==> src/rtl/uart_mmio_pkg.sv <==
// Shared definitions for the UART MMIO bridge: register offsets, STATUS/CTRL
// bit positions and the CTRL register layout.
package uart_mmio_pkg;

  // Byte offsets of the four registers inside the window
  localparam logic [3:0] OFS_RXDATA = 4'h0;
  localparam logic [3:0] OFS_TXDATA = 4'h4;
  localparam logic [3:0] OFS_STATUS = 4'h8;
  localparam logic [3:0] OFS_CTRL   = 4'hC;

  // STATUS bit positions
  localparam int ST_RX_NEMPTY    = 0;
  localparam int ST_RX_FULL      = 1;
  localparam int ST_TX_FULL      = 2;
  localparam int ST_TX_EMPTY     = 3;
  localparam int ST_RX_OVERRUN   = 4;
  localparam int ST_PARITY_ERR   = 5;
  localparam int ST_TX_OVERFLOW  = 6;
  localparam int ST_RX_COUNT_LSB = 8;

  // CTRL bit positions
  localparam int CTRL_RX_FLUSH  = 0;
  localparam int CTRL_TX_FLUSH  = 1;
  localparam int CTRL_RX_IRQ_EN = 2;
  localparam int CTRL_TX_IRQ_EN = 3;

  // CTRL register layout, bit 0 is the last member
  typedef struct packed {
    logic tx_irq_en;
    logic rx_irq_en;
    logic tx_flush;
    logic rx_flush;
  } ctrl_t;

  // Build the CTRL readback value; the flush bits are pulses and always read 0
  function automatic ctrl_t ctrl_readback(input logic rx_irq_en, input logic tx_irq_en);
    ctrl_t c;
    c = '0;
    c.rx_irq_en = rx_irq_en;
    c.tx_irq_en = tx_irq_en;
    return c;
  endfunction

endpackage

==> src/rtl/sync_fifo.sv <==
// Single-clock FIFO. Occupancy is tracked by an explicit counter so full and
// empty never depend on pointer comparison. A pop on empty and a push on full
// (without a same-cycle pop) are ignored. Flush clears pointers and count and
// overrides any push or pop in the same cycle. Storage is not reset.
module sync_fifo #(
  parameter int WIDTH = 8,
  parameter int DEPTH = 8
) (
  input  logic                   clk,
  input  logic                   rst,
  input  logic                   push,
  input  logic                   pop,
  input  logic                   flush,
  input  logic [WIDTH-1:0]       din,
  output logic [WIDTH-1:0]       dout,
  output logic [$clog2(DEPTH):0] count,
  output logic                   full,
  output logic                   empty
);

  localparam int AW = $clog2(DEPTH);
  localparam int CW = AW + 1;

  logic [WIDTH-1:0] mem [DEPTH];
  logic [AW-1:0]    wr_ptr;
  logic [AW-1:0]    rd_ptr;
  logic             do_push;
  logic             do_pop;

  assign empty   = (count == '0);
  assign full    = (count == CW'(DEPTH));
  assign do_pop  = pop && !empty;
  // A push into a full FIFO is accepted only when a pop frees a slot this cycle
  assign do_push = push && (!full || do_pop);
  assign dout    = mem[rd_ptr];

  // Pointer and occupancy update; flush wins over push and pop
  always_ff @(posedge clk or posedge rst) begin
    if (rst) begin
      wr_ptr <= '0;
      rd_ptr <= '0;
      count  <= '0;
    end else if (flush) begin
      wr_ptr <= '0;
      rd_ptr <= '0;
      count  <= '0;
    end else begin
      if (do_push) wr_ptr <= wr_ptr + AW'(1);
      if (do_pop)  rd_ptr <= rd_ptr + AW'(1);
      case ({do_push, do_pop})
        2'b10:   count <= count + CW'(1);
        2'b01:   count <= count - CW'(1);
        default: count <= count;
      endcase
    end
  end

  // Data storage write; a flushed push is discarded
  always_ff @(posedge clk) begin
    if (do_push && !flush) mem[wr_ptr] <= din;
  end

endmodule

==> src/rtl/uart_mmio_bridge.sv <==
// Memory-mapped UART register bank: RX and TX FIFOs between the CPU bus and
// the UART engines, sticky error flags, flush control and a level interrupt.
// Read data is combinational from the address and current state.
module uart_mmio_bridge
  import uart_mmio_pkg::*;
#(
  parameter int                    DATA_WIDTH = 32,
  parameter int                    ADDR_WIDTH = 32,
  parameter logic [ADDR_WIDTH-1:0] BASE_ADDR  = ADDR_WIDTH'(32'h10010030),
  parameter int                    FIFO_DEPTH = 8
) (
  input  logic                  clk,
  input  logic                  rst,
  input  logic [ADDR_WIDTH-1:0] A,
  input  logic [DATA_WIDTH-1:0] WD,
  input  logic                  we,
  input  logic                  re,
  output logic [DATA_WIDTH-1:0] RD,
  output logic                  hit,
  input  logic                  rx_valid,
  input  logic [7:0]            rx_byte,
  input  logic                  rx_parity_err,
  output logic [7:0]            tx_byte,
  output logic                  tx_valid,
  input  logic                  tx_ready,
  output logic                  irq
);

  localparam int CNT_W = $clog2(FIFO_DEPTH) + 1;

  logic [ADDR_WIDTH-1:0] ofs;
  logic [3:0]            reg_ofs;
  logic                  sel_rx;
  logic                  sel_tx;
  logic                  sel_status;
  logic                  sel_ctrl;

  logic                  rx_pop_req;
  logic                  rx_pop;
  logic                  rx_flush;
  logic [7:0]            rx_dout;
  logic [CNT_W-1:0]      rx_count;
  logic                  rx_full;
  logic                  rx_empty;

  logic                  tx_push;
  logic                  tx_pop;
  logic                  tx_flush;
  logic [7:0]            tx_dout;
  logic [CNT_W-1:0]      tx_count_unused;
  logic                  tx_full;
  logic                  tx_empty;

  logic                  rx_irq_en_q;
  logic                  tx_irq_en_q;
  logic                  rx_overrun_q;
  logic                  parity_err_q;
  logic                  tx_overflow_q;

  logic                  status_rd;
  logic                  ctrl_wr;
  ctrl_t                 wd_ctrl;
  ctrl_t                 rd_ctrl;
  logic [15:0]           status16;
  logic [DATA_WIDTH-1:0] rd_c;

  logic                  set_overrun;
  logic                  set_parity;
  logic                  set_overflow;
  logic                  unused_wd;

  // Window decode: subtraction wraps addresses below the base out of range
  assign ofs        = A - BASE_ADDR;
  assign hit        = (ofs[ADDR_WIDTH-1:4] == '0) && (ofs[1:0] == 2'b00);
  assign reg_ofs    = ofs[3:0];
  assign sel_rx     = hit && (reg_ofs == OFS_RXDATA);
  assign sel_tx     = hit && (reg_ofs == OFS_TXDATA);
  assign sel_status = hit && (reg_ofs == OFS_STATUS);
  assign sel_ctrl   = hit && (reg_ofs == OFS_CTRL);

  assign wd_ctrl    = ctrl_t'(WD[3:0]);
  assign ctrl_wr    = we && sel_ctrl;
  assign rx_flush   = ctrl_wr && wd_ctrl.rx_flush;
  assign tx_flush   = ctrl_wr && wd_ctrl.tx_flush;
  assign status_rd  = re && sel_status;

  assign rx_pop_req = re && sel_rx;
  assign rx_pop     = rx_pop_req && !rx_empty;
  assign tx_push    = we && sel_tx;
  assign tx_pop     = tx_valid && tx_ready;

  sync_fifo #(
    .WIDTH (8),
    .DEPTH (FIFO_DEPTH)
  ) u_rx_fifo (
    .clk   (clk),
    .rst   (rst),
    .push  (rx_valid),
    .pop   (rx_pop_req),
    .flush (rx_flush),
    .din   (rx_byte),
    .dout  (rx_dout),
    .count (rx_count),
    .full  (rx_full),
    .empty (rx_empty)
  );

  sync_fifo #(
    .WIDTH (8),
    .DEPTH (FIFO_DEPTH)
  ) u_tx_fifo (
    .clk   (clk),
    .rst   (rst),
    .push  (tx_push),
    .pop   (tx_pop),
    .flush (tx_flush),
    .din   (WD[7:0]),
    .dout  (tx_dout),
    .count (tx_count_unused),
    .full  (tx_full),
    .empty (tx_empty)
  );

  // Storage is not reset, so the head byte is masked while the FIFO is empty
  assign tx_valid = !tx_empty;
  assign tx_byte  = tx_empty ? 8'h00 : tx_dout;

  // Error events; a pop in the same cycle makes room so no overrun/overflow
  assign set_overrun  = rx_valid && rx_full && !rx_pop;
  assign set_parity   = rx_valid && rx_parity_err;
  assign set_overflow = tx_push && tx_full && !tx_pop;

  // Sticky flags: a STATUS read clears them unless a new event lands the same cycle
  always_ff @(posedge clk or posedge rst) begin
    if (rst) begin
      rx_overrun_q  <= 1'b0;
      parity_err_q  <= 1'b0;
      tx_overflow_q <= 1'b0;
    end else begin
      rx_overrun_q  <= set_overrun  || (rx_overrun_q  && !status_rd);
      parity_err_q  <= set_parity   || (parity_err_q  && !status_rd);
      tx_overflow_q <= set_overflow || (tx_overflow_q && !status_rd);
    end
  end

  // Interrupt enables; flush bits are pulses and are not stored
  always_ff @(posedge clk or posedge rst) begin
    if (rst) begin
      rx_irq_en_q <= 1'b0;
      tx_irq_en_q <= 1'b0;
    end else if (ctrl_wr) begin
      rx_irq_en_q <= wd_ctrl.rx_irq_en;
      tx_irq_en_q <= wd_ctrl.tx_irq_en;
    end
  end

  assign rd_ctrl = ctrl_readback(rx_irq_en_q, tx_irq_en_q);

  // STATUS word assembly
  always_comb begin
    status16                                = '0;
    status16[ST_RX_NEMPTY]                  = !rx_empty;
    status16[ST_RX_FULL]                    = rx_full;
    status16[ST_TX_FULL]                    = tx_full;
    status16[ST_TX_EMPTY]                   = tx_empty;
    status16[ST_RX_OVERRUN]                 = rx_overrun_q;
    status16[ST_PARITY_ERR]                 = parity_err_q;
    status16[ST_TX_OVERFLOW]                = tx_overflow_q;
    status16[ST_RX_COUNT_LSB +: 8]          = 8'(rx_count);
  end

  // Read-data mux; TXDATA and out-of-window addresses read as zero
  always_comb begin
    rd_c = '0;
    if (hit) begin
      case (reg_ofs)
        OFS_RXDATA: rd_c[7:0]  = rx_empty ? 8'h00 : rx_dout;
        OFS_STATUS: rd_c[15:0] = status16;
        OFS_CTRL: begin
          rd_c[CTRL_TX_IRQ_EN] = rd_ctrl.tx_irq_en;
          rd_c[CTRL_RX_IRQ_EN] = rd_ctrl.rx_irq_en;
          rd_c[CTRL_TX_FLUSH]  = rd_ctrl.tx_flush;
          rd_c[CTRL_RX_FLUSH]  = rd_ctrl.rx_flush;
        end
        default:    rd_c = '0;
      endcase
    end
  end

  assign RD = rd_c;

  // Level interrupt built only from registered state, never from A
  assign irq = (rx_irq_en_q && !rx_empty) ||
               (tx_irq_en_q && tx_empty) ||
               (rx_irq_en_q && (rx_overrun_q || parity_err_q));

  assign unused_wd = ^WD[DATA_WIDTH-1:8];

endmodule

==> config.mk <==
export PLATFORM = sky130hd
export DESIGN_NAME = uart_mmio_bridge
export DESIGN_NICKNAME = d
export VERILOG_FILES = /design/src/rtl/uart_mmio_pkg.sv /design/src/rtl/sync_fifo.sv /design/src/rtl/uart_mmio_bridge.sv
export SDC_FILE = /design/constraint.sdc
export NUM_CORES = 1
export LEC_CHECK = 0
export ABC_CLOCK_PERIOD_IN_PS = 3500
export BUFFER_PORTS_ARGS = -buffer_cell sky130_fd_sc_hd__buf_2
export CAP_MARGIN = 10
export CORE_MARGIN = 2
export CORE_UTILIZATION = 56
export DETAILED_ROUTE_END_ITERATION = 16
export PLACE_DENSITY = 0.91
export SETUP_SLACK_MARGIN = 0.3
export SLEW_MARGIN = 30
export SYNTH_ARGS = -nofsm -noshare
export SYNTH_HDL_FRONTEND = slang
export SYNTH_SLANG_ARGS = --single-unit
==> constraint.sdc <==
create_clock -name clk -period 3.5 [get_ports clk]
set_input_delay 0.175 -clock clk [delete_from_list [all_inputs] [get_ports clk]]
set_output_delay 0.175 -clock clk [all_outputs]
set_load 0.005 [all_outputs]
Yosys cells after proc, flatten, opt, wreduce, memory -nomap -nowiden
Memory sizes are Yosys's and may differ from the RTL's.
Cells that the tools add are included.
- $add $sub $neg: 9
- multipliers: 0
- divide/modulo/power cells: 0
- $lt $le $gt $ge: 0
- equal/unequal tests: 9
- shift operators: 0
- muxes and demuxes: 22
- bitwise gates (word level): 0
- reduce and logical (&&, ||, !) cells: 57
- operator list (kind ; number):
    $sub A32 B29 Y32 const B ; 1
    $logic_and A1 B1 Y1 ; 29
    $logic_not A28 Y1 ; 1
    $mux W3 ; 8
    $pmux W4 S2 ; 3
    $eq A4 B4 Y1 const B ; 4
    $mux W8 ; 2
    $add A3 B1 Y3 const B ; 4
    $logic_not A4 Y1 ; 3
    $mux W12 ; 1
    $mux W4 ; 3
    $pmux W4 S3 ; 1
    $logic_not A1 Y1 ; 9
    $add A4 B1 Y4 const B ; 2
    $logic_or A1 B1 Y1 ; 8
    $reduce_bool A2 Y1 ; 4
    $sub A4 B1 Y4 const B ; 2
    $reduce_bool A3 Y1 ; 2
    $eq A2 B1 Y1 const B ; 2
    $eq A2 B2 Y1 const B ; 2
    $eq A4 B3 Y1 const B ; 1
    $mux W1 ; 4
    $logic_not A2 Y1 ; 1
- flip-flop bits (word level): 25
- bits in latches: 0
- memory bits (writable): 128
- ROM bits: 0
- word-level logic and storage cells: 110
- memories kept: 2
- memories (memory ; words ; width ; read ports ; clocked after Yosys merged registers in ; write ports ; RTL line ; text):
    u_rx_fifo.mem ; 8 ; 8 ; 1 ; 0 ; 1 ; sync_fifo.sv:24 ; logic [WIDTH-1:0] mem [DEPTH];
    u_tx_fifo.mem ; 8 ; 8 ; 1 ; 0 ; 1 ; sync_fifo.sv:24 ;

Longest topological paths before layout
- depth after elaboration: 11
- mapped depth: 17

Hierarchy
A second synthesis with hierarchy kept.
- cells, all modules: 469
- area total of the unflattened synthesis: 7358.3 um^2
- by module, submodules not included (module ; times used ; cells an instance ; area each (um^2) ; seq. area each (um^2)):
    sync_fifo ; 2 ; 171 ; 3209.3 ; 2172.1
    uart_mmio_bridge ; 1 ; 127 ; 939.7 ; 125.1

Worst setup path after synthesis
OpenSTA, ideal clock, no wires.
- path kind: input port to flip-flop
- start point: input port A[9]
- end point: memory u_rx_fifo.mem[0][0] (enable)
- setup time: 383 ps
- data arrival time: 2670 ps
- data required time: 3117 ps
- setup slack: 447 ps
- stages: 8
- path buffers: 0
- cells stage by stage: nor4_4 > a41oi_4 > mux2_2 > nor3b_1 > o2111a_4 > o21ai_4 > or3_4 > nor3_1
- word-level cells in the longest chain between the ends: 11
- ends and longest elaborated chain (element ; RTL line ; text):
    from (decl) ; uart_mmio_bridge.sv:14 ; input logic [ADDR_WIDTH-1:0] A,
    $sub A32 B29 Y32 * ; uart_mmio_bridge.sv:73 ; assign ofs = A - BASE_ADDR;
    $logic_not A28 Y1 * ; uart_mmio_bridge.sv:74 ; assign hit = (ofs[ADDR_WIDTH-1:4] == '0) && (ofs[1:0] == 2'b00);
    $logic_and A1 B1 Y1 * ; uart_mmio_bridge.sv:74 ;
    $logic_and A1 B1 Y1 ; uart_mmio_bridge.sv:76 ; assign sel_rx = hit && (reg_ofs == OFS_RXDATA);
    $logic_and A1 B1 Y1 ; uart_mmio_bridge.sv:87 ; assign rx_pop_req = re && sel_rx;
    $logic_and A1 B1 Y1 ; sync_fifo.sv:32 ; assign do_pop = pop && !empty;
    $logic_or A1 B1 Y1 ; sync_fifo.sv:34 ; assign do_push = push && (!full || do_pop);
    $logic_and A1 B1 Y1 ; sync_fifo.sv:34 ;
    $logic_and A1 B1 Y1 * ; sync_fifo.sv:60 ; if (do_push && !flush) mem[wr_ptr] <= din;
    $mux W1 * ; sync_fifo.sv:60 ;
    $mux W1 (not written as such) * ; sync_fifo.sv:60 ;
    to (decl) ; sync_fifo.sv:24 ;
Mark *: on every way between the ends. The rest lies on a longest branch, timed or not.

Worst setup path in the final report
- start point: register u_rx_fifo.rd_ptr[0]
- end point: output port RD[2]
- word-level cells in the longest chain between the ends: 4
- ends and longest elaborated chain (element ; RTL line ; text):
    from (decl) ; sync_fifo.sv:26 ; logic [AW-1:0] rd_ptr;
    from (signal assigned) ; sync_fifo.sv:49 ; if (do_pop) rd_ptr <= rd_ptr + AW'(1);
    $mem_v2 Z8 W8 ; -- ;
    $mux W8 ; uart_mmio_bridge.sv:177 ; OFS_RXDATA: rd_c[7:0] = rx_empty ? 8'h00 : rx_dout;
    $pmux W4 S3 ; uart_mmio_bridge.sv:176 ; case (reg_ofs)
    $mux W12 ; uart_mmio_bridge.sv:175 ; if (hit) begin
    to (decl) ; uart_mmio_bridge.sv:18 ; output logic [DATA_WIDTH-1:0] RD,
Every way passes these cells.

==> impl_metrics.ini <==
[timing]
setup_viol = 0
fin_skew_ps = 12.6
maxSlewHeadroom_pct = 46.7
whs_ps = 13.8
worst_pin_slew_ps = 800
rsz0062_at_grt = false
finalSetupTns_ps = 0
fmax_mhz = 337
finalHoldViolCount = 0
min_period_ps = 2970
period_share_pct = 84.9
slew_viol_final = 0

[grt]
grt_antenna_before_repair = 1
busiest_layer = met2
grt_pass1_wl_microns = 23700
grt_max_degree = 26
met1_usage_pct = 26.9
use_met2_pct = 41.7
grt_pass1_vias = 4655
grt_usage_pct = 23.9
grt_overflow_total = 0
grtUsageMet3_pct = 5.66

[clocking]
htree_levels = 4
clk_latency_ps = 430
root_buffer = clkbuf_16
cts_buffer_depth = 2
clkTransAtPathRegs_ps = 60
cts_tree = yes
numClockSinks = 153
cts_made_buffers = 17
cts_setup_buffers = 0

[critical_path]
cp_max_fo = 13
worstPathRequired_ps = 3320
worstReg2RegEnd = u_tx_fifo.count[3]
reg2regPathDepth = 14
critical_path_class = reg -> out
r2r_start = u_tx_fifo.count[3]
critPathLaunchType = register
critPathArrivalTime_ps = 2800
r2r_slack_ps = 750
end_kind = primary output

[yosys]
syn_area_per_cell_sq_um = 15.0
synth.distinct_cells = 65
ys_seq_area_share_pct = 62.3
synth-main-ff-cell = edfxtp_1
yosysWarningCount = 0
async_flop_share_pct = 16.3
synth.cell_area_sq_mm = 0.00717
synth_edf_count = 128
synth_cells = 478
ys_ff_latch = 153

[outcome]
status = completed

[drt]
wl_per_cell_microns = 19.7
route.detailed.drc = 0
drtAntennaViolNets = 0
drt_wl_total_microns = 15100
firstDrtPassIters = 5
drt_iter0_markers = 357
num_vias = 4452
viasPerCell = 5.83

[finish]
final_layout_size_suffix_gt1_share_pct = 30.8
multi_input_area_sq_mm = 0.00252
area_growth_pct = 16.5
num-nets-final = 667
layout.area.seq_sq_mm = 0.00447
stdcell_area_sq_mm = 0.00836
fill_cells = 846

[run]
drv_cap = 0

[power_and_ir_drop]
p_leak_nw = 3.11
p_per_area_mw_per_mm2 = 538
vdd_ir_drop_max_v = 0.000529

[placed_design]
place_area_sq_mm = 0.00778
portBuffers = 77
place_congestion = 0.941
dp_hpwl_microns = 10500

[floorplanning]
start_util_pct = 57.1
io-pin-count = 122
die_y_microns = 117
fp.dieW_microns = 117
placementRows = 41
coreArea_sq_mm = 0.0126
die-area_sq_mm = 0.0137

[worst_hold_path]
whs_endpoint = u_rx_fifo.mem[7][1]
hold_depth = 1
min_path_type = in -> reg
hp-start = rx_byte[1]
[synthesized netlist by cell type (7+ instances only)]
master	count	share of area, %
xnor2_1	7	0.85
o21ai_0	7	0.49
and2_1	7	0.61
a21oi_1	12	0.84
and3_1	8	0.70
mux2i_1	17	2.4
mux4_2	32	10
nand3_1	7	0.49
edfxtp_1	128	54
nand2_1	32	1.7
ha_1	8	1.4
dfrtp_1	25	8.7
nor3_1	12	0.84
clkbuf_1	8	0.42
buf_4	23	2.4
nor2_1	47	2.5
[kinds of logic after synthesis]
logic type      share of synthesized area, %
other cells                           0.0523
fa+ha+maj                               1.95
mux                                     13.5
flops                                   62.3
simple gates                            11.5
xor+xnor                                1.59
compound gates                          5.51
buf+inv                                 3.59
[sequential cells by signal, summed over array words and instances (netlist names)]
| signal | count |
|---|---|
| u_tx_fifo.rd_ptr | 3 |
| u_rx_fifo.count | 4 |
| u_tx_fifo.wr_ptr | 3 |
| tx_irq_en_q | 1 |
| u_tx_fifo.count | 4 |
| rx_irq_en_q | 1 |
| u_rx_fifo.mem | 64 |
| u_tx_fifo.mem | 64 |
| u_rx_fifo.wr_ptr | 3 |
| parity_err_q | 1 |
| u_rx_fifo.rd_ptr | 3 |
| rx_overrun_q | 1 |
| tx_overflow_q | 1 |
[what timing repair did]
item,CTS,global route
hold buffers,0,1
setup endpoints to repair,0,1
hold endpoints to repair,0,25
gates resized for setup,0,1
[cells in the final DEF (no fill, tap or decap), drive strengths merged, types with 9 or more instances in the layout]
| cell | n |
|---|---|
| a21oi | 12 |
| and3 | 9 |
| buf | 99 |
| clkbuf | 18 |
| conb | 20 |
| dfrtp | 25 |
| edfxtp | 128 |
| mux2i | 17 |
| mux4 | 32 |
| nand2 | 32 |
| nor2 | 47 |
| nor3 | 13 |
| o21ai | 9 |
[critical path, stage by stage (launching register included)]
cell     delay, ps
dfrtp_1        840
buf_4          320
mux4_2         560
mux2i_1        190
o22ai_1        120
and2_1         190
buf_2          130
[cell type report]
| type | instances | area share [%] |
|---|---|---|
| timing repair buffer | 100 | 6.71 |
| clock buffer | 18 | 5.14 |
| tap | 172 | 2.58 |
| sequential | 153 | 53.5 |
| multi-input combinational | 299 | 30.2 |
| inverter | 7 | 0.314 |
| antenna | 1 | 0.0299 |
| clock inverter | 14 | 1.59 |
[stage by stage]
stage	std cells	worst slack (ps)	utilization (%)	power [W]
2_1_floorplan	497	447	-	0.00261
3_3_place_gp	730	225	61.9	0.00275
3_5_place_dp	730	87.2	61.9	0.00280
4_1_cts	762	496	66.4	0.00452
5_1_grt	764	369	66.5	0.00467
6_report	764	530	66.5	0.00450
[per-layer routing]
layer,vias up,wire (microns),share of wire (%)
li1,2007,-,-
met1,2215,5520,37
met2,176,8020,53
met3,54,842,5.6
met4,0,687,4.6
met5,-,0,0
[how the worst max path moves through the flow]
stage,startpoint,slack (ps),endpoint
after detailed placement,A[9],90,u_tx_fifo.count[3]
after global placement,A[9],220,u_tx_fifo.count[3]
after CTS,u_rx_fifo.rd_ptr[0],500,RD[2]
final,u_rx_fifo.rd_ptr[0],530,RD[2]
after global routing,A[17],370,u_tx_fifo.count[3]
after floorplan,A[9],450,u_rx_fifo.mem[0][0]
[power breakdown]
group          total [W]  internal (W)  switching (W)
clock network    0.00172       0.00103       0.000689
registers        0.00225       0.00214       0.000111
logic           0.000529      0.000241       0.000288
total            0.00450       0.00341        0.00109
(Power assumes the default switching activity.)
